[config.mk]
export PLATFORM = sky130hd
export DESIGN_NAME = uart_tx_fifo
export DESIGN_NICKNAME = d
export VERILOG_FILES = /design/src/rtl/uart_tx_fifo.sv
export SDC_FILE = /design/constraint.sdc
export NUM_CORES = 1
export LEC_CHECK = 0
export CORE_MARGIN = 5
export CORE_UTILIZATION = 40
export DETAILED_ROUTE_END_ITERATION = 8
export GPL_TIMING_DRIVEN = 0
export REMOVE_ABC_BUFFERS = 1
export SYNTH_ARGS = -nofsm -noshare
export SYNTH_HDL_FRONTEND = slang
export SYNTH_SLANG_ARGS = --single-unit
[constraint.sdc]
create_clock -name clk -period 3.4 [get_ports clk]
set_input_delay 0.34 -clock clk [delete_from_list [all_inputs] [get_ports clk]]
set_output_delay 0.34 -clock clk [all_outputs]
set_load 0.02 [all_outputs]
[src/rtl/uart_tx_fifo.sv]
// Byte FIFO feeding a UART transmitter. A small controller pops one byte per
// transmitter busy/idle cycle and presents it with a one-cycle launch pulse.
module uart_tx_fifo #(
    parameter int DEPTH_LOG2 = 4,
    parameter int TIMEOUT    = 4
) (
    input  logic                  clk,
    input  logic                  rst,
    input  logic                  wr_en,
    input  logic [7:0]            wr_data,
    output logic                  full,
    output logic [DEPTH_LOG2:0]   count,
    output logic                  overflow,
    output logic                  transmit,
    output logic [7:0]            tx_byte,
    input  logic                  is_transmitting
);

    localparam int DEPTH = 1 << DEPTH_LOG2;
    localparam int CW    = DEPTH_LOG2 + 1;
    localparam int TW    = $clog2(TIMEOUT + 1);

    typedef enum logic [1:0] {
        IDLE,
        WAIT_START,
        WAIT_DONE
    } state_t;

    state_t                  state_q, state_d;
    logic [TW-1:0]           timer_q, timer_d;
    logic [DEPTH_LOG2-1:0]   wr_ptr_q, wr_ptr_d;
    logic [DEPTH_LOG2-1:0]   rd_ptr_q, rd_ptr_d;
    logic [CW-1:0]           count_q, count_d;
    logic                    overflow_q, overflow_d;
    logic [7:0]              mem_q [DEPTH];
    logic [7:0]              mem_d [DEPTH];
    logic                    launch_vld_p0_q, launch_vld_p0_d;
    logic [7:0]              launch_byte_p0_q, launch_byte_p0_d;
    logic                    transmit_q, transmit_d;
    logic [7:0]              tx_byte_q, tx_byte_d;

    logic                    is_full;
    logic                    pop;
    logic                    wr_accept;

    // Storage, pointers and occupancy; a pop frees a slot for a same-cycle write.
    always_comb begin
        is_full   = (count_q == CW'(DEPTH));
        pop       = (state_q == IDLE) && (count_q != '0) && !is_transmitting;
        wr_accept = wr_en && (!is_full || pop);

        mem_d    = mem_q;
        wr_ptr_d = wr_ptr_q;
        rd_ptr_d = rd_ptr_q;
        if (wr_accept) begin
            mem_d[wr_ptr_q] = wr_data;
            wr_ptr_d        = wr_ptr_q + DEPTH_LOG2'(1);
        end
        if (pop) begin
            rd_ptr_d = rd_ptr_q + DEPTH_LOG2'(1);
        end
        count_d    = count_q + CW'(wr_accept) - CW'(pop);
        overflow_d = overflow_q | (wr_en & ~wr_accept);
    end

    // Stage p0: popped byte staged one cycle before it is presented.
    always_comb begin
        launch_vld_p0_d  = pop;
        launch_byte_p0_d = pop ? mem_q[rd_ptr_q] : launch_byte_p0_q;
    end

    // Output stage: pulse and byte change together; byte holds between launches.
    always_comb begin
        transmit_d = launch_vld_p0_q;
        tx_byte_d  = launch_vld_p0_q ? launch_byte_p0_q : tx_byte_q;
    end

    always_comb begin
        state_d = state_q;
        timer_d = timer_q;
        unique case (state_q)
            IDLE: begin
                timer_d = '0;
                if (pop) begin
                    state_d = WAIT_START;
                end
            end
            WAIT_START: begin
                // Give up on a transmitter that never reports busy; the byte is lost.
                if (is_transmitting) begin
                    state_d = WAIT_DONE;
                end else if (timer_q == TW'(TIMEOUT - 1)) begin
                    state_d = IDLE;
                end else begin
                    timer_d = timer_q + TW'(1);
                end
            end
            WAIT_DONE: begin
                if (!is_transmitting) begin
                    state_d = IDLE;
                end
            end
            default: begin
                state_d = IDLE;
            end
        endcase
    end

    always_ff @(posedge clk) begin
        if (rst) begin
            state_q         <= IDLE;
            timer_q         <= '0;
            wr_ptr_q        <= '0;
            rd_ptr_q        <= '0;
            count_q         <= '0;
            overflow_q      <= 1'b0;
            launch_vld_p0_q <= 1'b0;
            transmit_q      <= 1'b0;
            tx_byte_q       <= 8'h00;
        end else begin
            state_q         <= state_d;
            timer_q         <= timer_d;
            wr_ptr_q        <= wr_ptr_d;
            rd_ptr_q        <= rd_ptr_d;
            count_q         <= count_d;
            overflow_q      <= overflow_d;
            launch_vld_p0_q <= launch_vld_p0_d;
            transmit_q      <= transmit_d;
            tx_byte_q       <= tx_byte_d;
        end
    end

    always_ff @(posedge clk) begin
        mem_q            <= mem_d;
        launch_byte_p0_q <= launch_byte_p0_d;
    end

    assign full     = is_full;
    assign count    = count_q;
    assign overflow = overflow_q;
    assign transmit = transmit_q;
    assign tx_byte  = tx_byte_q;

endmodule

==> flow_metrics.env, run 1 <==
export IMPL_worstSetupStartpointType="register"
export IMPL_yosysSeqAreaShare_pct=71.02
export IMPL_grtUsageTotal_pct=13.44
export IMPL_rows=46
export IMPL_syn_instance_count=374
export IMPL_synth_area_top_cells="edfxtp_1, dfxtp_1, mux4_2"
export IMPL_post_route_period_util_pct=92.50
export IMPL_swShare_pct=25.47
export IMPL_syn_avg_cell_area_um2=17.56
export IMPL_leakage_nw=2.505
export IMPL_synth_xor_area_share_pct=1.334
export IMPL_clock_path_buffers=2
export IMPL_arrival_ns=3.48
export IMPL_drt_total_wl_um=12180
export IMPL_maxSlewHeadroom_pct=11.28
export IMPL_start_util_pct=41.05
export IMPL_hold_viol_final=0
export IMPL_yosys_mux_area_fraction_pct=12.88
export IMPL_cts_clk_slew_worst_paths_ns=0.06
export IMPL_area_delta_synth_final_pct=16.40
export IMPL_routedWlPerCell_um=19.24
export IMPL_worst_slew_pin_slew_ns=1.321
export IMPL_vias=3201
export IMPL_async_reset_ff_share_pct=0
export IMPL_outcome="finished clean"
export IMPL_io_buffers=27
export IMPL_gp_congestion=0.7236
export IMPL_synth_top_area_share_pct=62.18
export IMPL_min_period_ns=3.145
export IMPL_final_cells=633
export IMPL_synth_compound_area_share_pct=3.448
export IMPL_die_area_um2=19080
export IMPL_pin_count=28
export IMPL_hp_class="register to register"
export IMPL_cp_top_family="adder cells"
export IMPL_synth_top_family_by_area="multiplexers"
export IMPL_cp_slowest_cell="or4b_4"
export IMPL_htree_levels=4
export IMPL_chipHeight_um=138.1
export IMPL_antenna_cells=0
export IMPL_first_pass_iters=5
export IMPL_yosys_area_share_simple_pct=5.811
export IMPL_setup_viol=0
export IMPL_crit_fanout=5
export IMPL_drv_cap=0
export IMPL_ys_flop_type="edfxtp_1"
export IMPL_grt_pass1_wl_um=19280
export IMPL_p_switching_mw=1.407
export IMPL_slew_violations=0
export IMPL_syn_area_um2=6568
export IMPL_fin_hold_ws_ns=0.4756
export IMPL_cts_root_buf="clkbuf_16"
export IMPL_synth_enable_flop_cells=136
export IMPL_crit_required_ns=3.74
export IMPL_synthDistinctLibCells=43
export IMPL_drive_above_1_share_pct=14.63
export IMPL_clockPowerShare_pct=35.9
export IMPL_core_um2=16000
export IMPL_dp_hpwl_um=7633
export IMPL_irDropWorstVdd_uv=364.7
export IMPL_dp_cells=598
export IMPL_synthAdderAreaFrac_pct=2.781
export IMPL_insertion_delay_ns=0.43
export IMPL_cts_made_buffers=17
export IMPL_powerDensity_nw_per_um2=722.3
export IMPL_chipWidth_um=138.1
export IMPL_critPathKind="register to register"
export IMPL_cp_cell_sequence="inv_1 > ha_1 > or4b_4 > nand2_2 > clkinvlp_4 > ha_1 > inv_1 > ha_1 > fa_1 > a21oi_1 > nor2_1 > or3_1 > a21oi_1"
export IMPL_post_synth_top_area_cell="edfxtp_1"
export IMPL_clkSinkCount=165
export IMPL_grt_pass1_vias=3331
export IMPL_grt_antenna_before_repair=0
export IMPL_clock_fmax_mhz=318.0
export IMPL_combPwrFrac_pct=19.3
export IMPL_vias_per_cell=5.057
export IMPL_drc=0
export IMPL_grt_max_degree=36
export IMPL_nNetsFinal=431
export IMPL_cts_tree="yes"
export IMPL_overflow=0
export IMPL_endpoint_kind="register"
export IMPL_ys_seq_elements=165
export IMPL_worst_path_most_repeated_cell="ha_1"
export IMPL_max_stage_delay_ns=0.51
export IMPL_p_int_mw=4.115
export IMPL_ant_nets=0
export IMPL_skew_ns=0.004419
export IMPL_p_seq_share_pct=44.8
export IMPL_synth_warnings=0
export IMPL_drtIter0Drc=188
export IMPL_cp_num_buf_inv=3
repair_timing:
item,4_1_cts,5_1_grt
gates resized for setup,0,3
hold buffers,0,0
endpoints found under the setup margin,0,1
buffers inserted,0,4
tightest hold or removal path, cell delays in order (launching register included):
cell and delay, ns:
dfxtp_1 0.33, a31oi_1 0.04, nor2_1 0.07
cells in the final DEF, fill, tap and decap left out, types with 8 or more instances in the layout:
master and instances:
edfxtp_1 136, nor2_1 34, dfxtp_1 27, clkdlybuf4s50_1 27
mux4_2 20, clkbuf_16 17, a22oi_1 16, nand2_1 15
ha_1 13, mux4_1 12, inv_1 9, mux2i_1 8
final cells by class:
cell class	instances	area, µm²
clock buffer	17	425.4
clock inverter	14	185.2
fill	1376	8356
inverter	10	41.29
multi-input combinational	179	1735
sequential	165	4667
tap	216	270.3
timing repair buffer	32	320.3
power groups by stage:
stage / sequential (mW) / combinational [mW] / clock [mW]
after global routing: 2.50 / 1.18 / 2.12
after detailed placement: 2.52 / 1.03 / 0
final: 2.48 / 1.06 / 1.98
after CTS: 2.48 / 1.04 / 2.01
after global placement: 2.59 / 0.924 / 0
after floorplan: 2.58 / 0.611 / 0
per-layer routing:
metal,track usage (%),vias up,wire length (µm)
met5,0,-,0
met4,4.992,0,192
met3,3.828,13,557
met2,22.35,59,6107
met1,16.83,1608,5320
li1,-,1521,-
per-stage QoR:
| stage | power, mW | utilization, % | instance area [µm²] | setup TNS, ns | worst slack [ns] |
|---|---|---|---|---|---|
| 5_1_grt | 5.796 | 47.78 | 7645 | -0.003998 | -0.003998 |
| 2_1_floorplan | 3.187 | - | 6426 | 0 | 0.3730 |
| 6_report | 5.522 | 47.78 | 7645 | 0 | 0.2549 |
| 3_3_place_gp | 3.511 | 43.54 | 6967 | -0.01259 | -0.01259 |
| 4_1_cts | 5.534 | 47.50 | 7600 | 0 | 0.04126 |
| 3_5_place_dp | 3.557 | 43.68 | 6989 | -0.002647 | -0.002647 |
registers in the layout, indices dropped and copies added (netlist names):
signal	cells
mem_q	128
launch_byte_p0_q	8
tx_byte	8
count	5
rd_ptr_q	4
wr_ptr_q	4
timer_q	3
state_q	2
launch_vld_p0_q	1
overflow	1
transmit	1
cells by family (layout without fill, tap and decap cells):
group,count (synthesis),after routing
AO/OA/AOI/OAI,34,34
XOR/XNOR,10,10
adder cells (fa/ha/maj),14,14
buffers and inverters,30,73
flip-flops,165,165
multiplexers,40,40
AND/OR/NAND/NOR,81,81
cell usage after synthesis (6+ instances only):
cell type / n
a22oi_1: 16
a21oi_1: 7
clkbuf_1: 6
mux4_2: 20
nor2_1: 34
mux2i_1: 8
mux4_1: 12
nand2_1: 16
ha_1: 13
edfxtp_1: 136
nand3_1: 7
dfxtp_1: 29
inv_1: 10
final timing paths:
path / startpoint / depth (start not counted) / end / slack (ns)
hold / removal: overflow$_SDFF_PP0_ / 2 / overflow$_SDFF_PP0_ / 0.48
setup reg to reg: count[2]$_SDFF_PP0_ / 13 / count[4]$_SDFF_PP0_ / 0.25
setup / recovery: count[2]$_SDFF_PP0_ / 13 / count[4]$_SDFF_PP0_ / 0.25
hold reg to reg: overflow$_SDFF_PP0_ / 2 / overflow$_SDFF_PP0_ / 0.48
Note: power is estimated with default switching activity, not from simulation.
==> inputs of run 2 (changes only) <==
Settings changed: CTS_CLUSTER_DIAMETER set to 120.
==> results of run 2 <==
Same layout as run 1: the final DEF is identical, and so are final timing and power.
==> inputs of run 3 (changes only) <==
Settings changed: TNS_END_PERCENT set to 30.
==> results of run 3 <==
Same layout as run 1: the final DEF is identical, and so are final timing and power.
==> edit 1, RTL diff (settings of run 1) <==
`TIMEOUT`: 4 -> 2.
--- a/src/rtl/uart_tx_fifo.sv
+++ b/src/rtl/uart_tx_fifo.sv
@@ -2,7 +2,7 @@
 // transmitter busy/idle cycle and presents it with a one-cycle launch pulse.
 module uart_tx_fifo #(
     parameter int DEPTH_LOG2 = 4,
-    parameter int TIMEOUT    = 4
+    parameter int TIMEOUT    = 2
 ) (
     input  logic                  clk,
     input  logic                  rst,
Check against the original RTL: not equivalent (Yosys sat finds a counterexample within 10 cycles, from zero or initial values and one cycle with rst high).
==> edit 1 against run 1 <==
- first-iteration DRC count up 20%
- design area down 2.2%
- critical path depth unchanged
- setup slack worse by 0.040 ns
- routed wire length down 3.8%
- total power down 7.2%
- area after synthesis down 1.2%
- sequential cell count down 1
- critical endpoint unchanged
- largest cell class unchanged
- largest power group unchanged
==> edit 1: results (changes against run 1) <==
Status: completed
Worst path arrival time: 3.52 ns (+0.04 ns)
Post-Synth Adder-Cell Area: 2.62% (-0.16 points)
Detailed placement HPWL: 7330 um (-3.9%)
Global-route usage over all layers: 13.4% (-0.016 points)
Hold EP: tx_byte[3]
Sequential share of the synthesized area: 71.6% (+0.55 points)
Vias per cell: 5.08 (+0.42%)
First-pass GRT wire length: 18000 um (-6.8%)
Synth Area in Compound Gates: 3.41% (-0.035 points)
Vias in the first global route: 3210 (-3.6%)
Multiplexer share of the synthesized area: 13.0% (+0.16 points)
Synth area leaders: edfxtp_1 (63%), dfxtp_1 (8.6%), mux4_2 (6.9%)
Actual slew at the worst max-slew pin: 1.38 ns (+0.0633 ns)
Worst R2R End: count[4]
Hold Slack: 0.480 ns (+0.00411 ns)
Largest net degree at the start of global routing: 36 (unchanged)
Layout cells sized above 1: 13.7% (-0.97 points)
Routed len/inst: 18.7 um (-2.8%)
Fin crit share: 93.7% (+1.2 points)
XOR/XNOR Fraction of Synth Area: 1.35% (+0.016 points)
Initial antenna violation count: 0 (unchanged)
Setup skew after layout: 0.0123 ns (+0.00787 ns)
Worst skew pair latency: 0.42 ns
Synth cell types: 41 (-4.7%)
Flop2flop setup slack: 0.21 ns (-0.04 ns)
Top cells by count, synth: edfxtp_1 (136), nor2_1 (33), dfxtp_1 (28)
Hold_sp: launch_byte_p0_q[3]
Nets: 423 (-1.9%)
Max Fanout on Critical Path: 5 (unchanged)
Reg2reg start: count[3]
IR drop worst, VDD: 0.352 mV (-3.4%)
Critical path's slowest cell: or4b_1
Critical Path Max Stage Delay: 0.58 ns (+0.07 ns)
Power share of the clock group: 31.9% (-4.0 points)
LEAKAGE: 2.41 nW (-3.7%)
Post-Place Setup Slack: 0.0636 ns (+0.0663 ns)
First-pass DRT Iterations: 4 (-1)
Layout fillers: 1363 (-0.94%)
==> edit 1: cell types whose count changed after synthesis, sizes merged, moves of 2 or more <==
cell and change:
clkbuf +5, buf -3, clkdlybuf4s25 -3, nand2 -2
==> edit 1: layout make-up <==
class	count	share of cell area, %
Sequential cell	164	62.1
Multi-Input combinational cell	174	22.8
Clock buffer	21	5.89
Timing Repair Buffer	31	4.18
Tap cell	216	3.61
Clock inverter	10	0.837
Inverter	10	0.552
==> edit 1: what timing repair did <==
| item | in CTS | in global routing |
|---|---|---|
| resized for setup | 0 | 2 |
| setup endpoints to repair | 0 | 1 |
| buffers inserted | 0 | 2 |
==> edit 1: how the worst max path moves through the flow <==
stage / from / cells past startpoint / to
global route: count[2] / 13 / count[4]
global placement: rd_ptr_q[0] / 3 / launch_byte_p0_q[3]
CTS: count[3] / 13 / count[4]
floorplan: count[3] / 13 / count[4]
finish: count[3] / 13 / count[4]
detailed placement: is_transmitting / 12 / count[4]
==> edit 1: per-layer routing <==
layer / track usage, % / part of all wire [%] / vias up
met3: 3.47 / 4.4 / 14
met2: 22.2 / 51 / 66
met4: 5.99 / 1.5 / 0
met1: 16.7 / 43 / 1602
li1: - / - / 1497
met5: 0 / 0 / -
==> edit 1: logic make-up (layout without fill, tap and decap cells) <==
group / after synthesis / after routing
flip-flops: 164 / 164
buffers and inverters: 29 / 72
adder cells (fa/ha/maj): 13 / 13
XOR/XNOR: 10 / 10
AND/OR/NAND/NOR: 77 / 77
multiplexers: 40 / 40
AO/OA/AOI/OAI: 34 / 34
==> edit 1: metrics by stage <==
step	util [%]	instance area, sq um	instances	TNS (ns)
after floorplan	-	6370	348	0
after global placement	43.5	6910	591	-0.0113
after detailed placement	43.7	6950	592	0
after CTS	46.9	7450	623	0
after global routing	47.1	7480	626	-0.0134
final	47.1	7480	626	0
==> edit 2, RTL diff (flow settings as in run 1) <==
Without the edit above. `tx_byte_q` no longer has a reset.
--- a/src/rtl/uart_tx_fifo.sv
+++ b/src/rtl/uart_tx_fifo.sv
@@ -116,7 +116,6 @@
             overflow_q      <= 1'b0;
             launch_vld_p0_q <= 1'b0;
             transmit_q      <= 1'b0;
-            tx_byte_q       <= 8'h00;
         end else begin
             state_q         <= state_d;
             timer_q         <= timer_d;
@@ -126,8 +125,11 @@
             overflow_q      <= overflow_d;
             launch_vld_p0_q <= launch_vld_p0_d;
             transmit_q      <= transmit_d;
-            tx_byte_q       <= tx_byte_d;
         end
+    end
+
+    always_ff @(posedge clk) begin
+        tx_byte_q <= tx_byte_d;
     end
 
     always_ff @(posedge clk) begin
Check against the original RTL: differs if rst is asserted again (counterexample within 4 cycles, from zero or initial values and one cycle with rst high); with rst held inactive, the same outputs for 10 cycles.
==> edit 2 against run 1 <==
- routed wire length decreased by 3.1%
- sequential cell count unchanged
- area after synthesis decreased by 0.78%
- total power decreased by 3.3%
- setup slack improved by 0.059 ns
- die area decreased by 0.72%
- non-clock buffer count decreased by 4
- critical path type unchanged
- maximum frequency increased by 1.9%
- design area decreased by 1.5%
==> edit 2: results (changes against run 1) <==
Setup skew after layout: 0.0219 ns (+0.0175 ns)
Hold Slack: 0.418 ns (-0.0577 ns)
Met3 Usage GRT: 4.27% (+0.45 points)
Global-route usage over all layers: 13.8% (+0.40 points)
Layout Cells excl Fill: 610 (-3.6%)
Hold EP: tx_byte[0]
Critical Path Max Stage Delay: 0.40 ns (-0.11 ns)
Met1 wire length: 5040 um (-5.3%)
Total routed wirelength: 11800 um (-3.1%)
Avg Cell Area, Syn: 18.6 sq um (+5.7%)
Nets: 407 (-5.6%)
Routability cong.: 0.710 (-1.9%)
Status: completed
Hold path cells: 0 (-2)
Flop pwr share: 47.4% (+2.6 points)
Met1 Use GR: 17.8% (+0.95 points)
CP Launch Point: count[3]
Actual slew at the worst max-slew pin: 1.34 ns (+0.0191 ns)
Post-synth EDFFs: 144 (+5.9%)
IR drop worst, VDD: 0.398 mV (+9.2%)
Dpl cell area: 6950 sq um (-0.61%)
Hold_sp: launch_byte_p0_q[0]
Critical path's slowest cell: fa_1
Syn-to-layout area delta: 15.5%
Max Fanout on Critical Path: 11 (+6)
Synth area leaders: edfxtp_1 (66%), dfxtp_1 (6.5%), mux4_2 (6.2%)
Sequential share of the synthesized area: 72.8% (+1.8 points)
Metal2 WL: 5880 um (-3.8%)
Switch Pwr: 1.37 mW (-2.9%)
Met2 Resource Use GR: 21.7% (-0.61 points)
Top cells by count, synth: edfxtp_1 (144), nor2_1 (29), dfxtp_1 (21)
Part of the power in combinational logic: 18.6% (-0.7 points)
Synth cell types: 40 (-7.0%)
Vias: 3094 (-3.3%)
Placed cells: 578 (-3.3%)
Post-Place Setup Slack: 0.0133 ns (+0.0159 ns)
Routed wl met3: 787 um (+41%)
Layout fillers: 1329 (-3.4%)
Detailed placement HPWL: 7390 um (-3.2%)
Initial DRC count: 234 (+24%)
Layout cells sized above 1: 13.2% (-1.4 points)
Peak Freq: 324 MHz (+1.9%)
CTS H-tree depth: 4 (unchanged)
edit 2: cell count changes in the layout (fill, tap and decap cells not counted), moves of 3 or more:
cell	change
edfxtp_1	+8
xnor2_1	+3
dfxtp_1	-8
clkinv_4	-3
o21ai_0	-3
mux2i_1	-8
nor2_1	-5
buf_4	-4
edit 2: cell families after synthesis:
logic type | after synthesis | share of synthesized area (%)
flip-flops | 165 | 72.8
AND/OR/NAND/NOR | 71 | 5.18
multiplexers | 32 | 11.9
AO/OA/AOI/OAI | 31 | 3.24
buffers and inverters | 27 | 2.61
adder cells (fa/ha/maj) | 14 | 2.80
XOR/XNOR | 11 | 1.48
edit 2: final cells by class:
cell class / count / share of cell area (%)
timing repair buffer: 28 / 3.86
sequential: 165 / 63.1
clock inverter: 15 / 1.81
inverter: 10 / 0.499
clock buffer: 17 / 5.65
tap: 216 / 3.59
multi-input combinational: 159 / 21.5
edit 2: what timing repair did:
action	CTS	global route
endpoints found under the setup margin	1	1
setup buffers	0	0
pin swaps	0	0
resized for setup	1	1
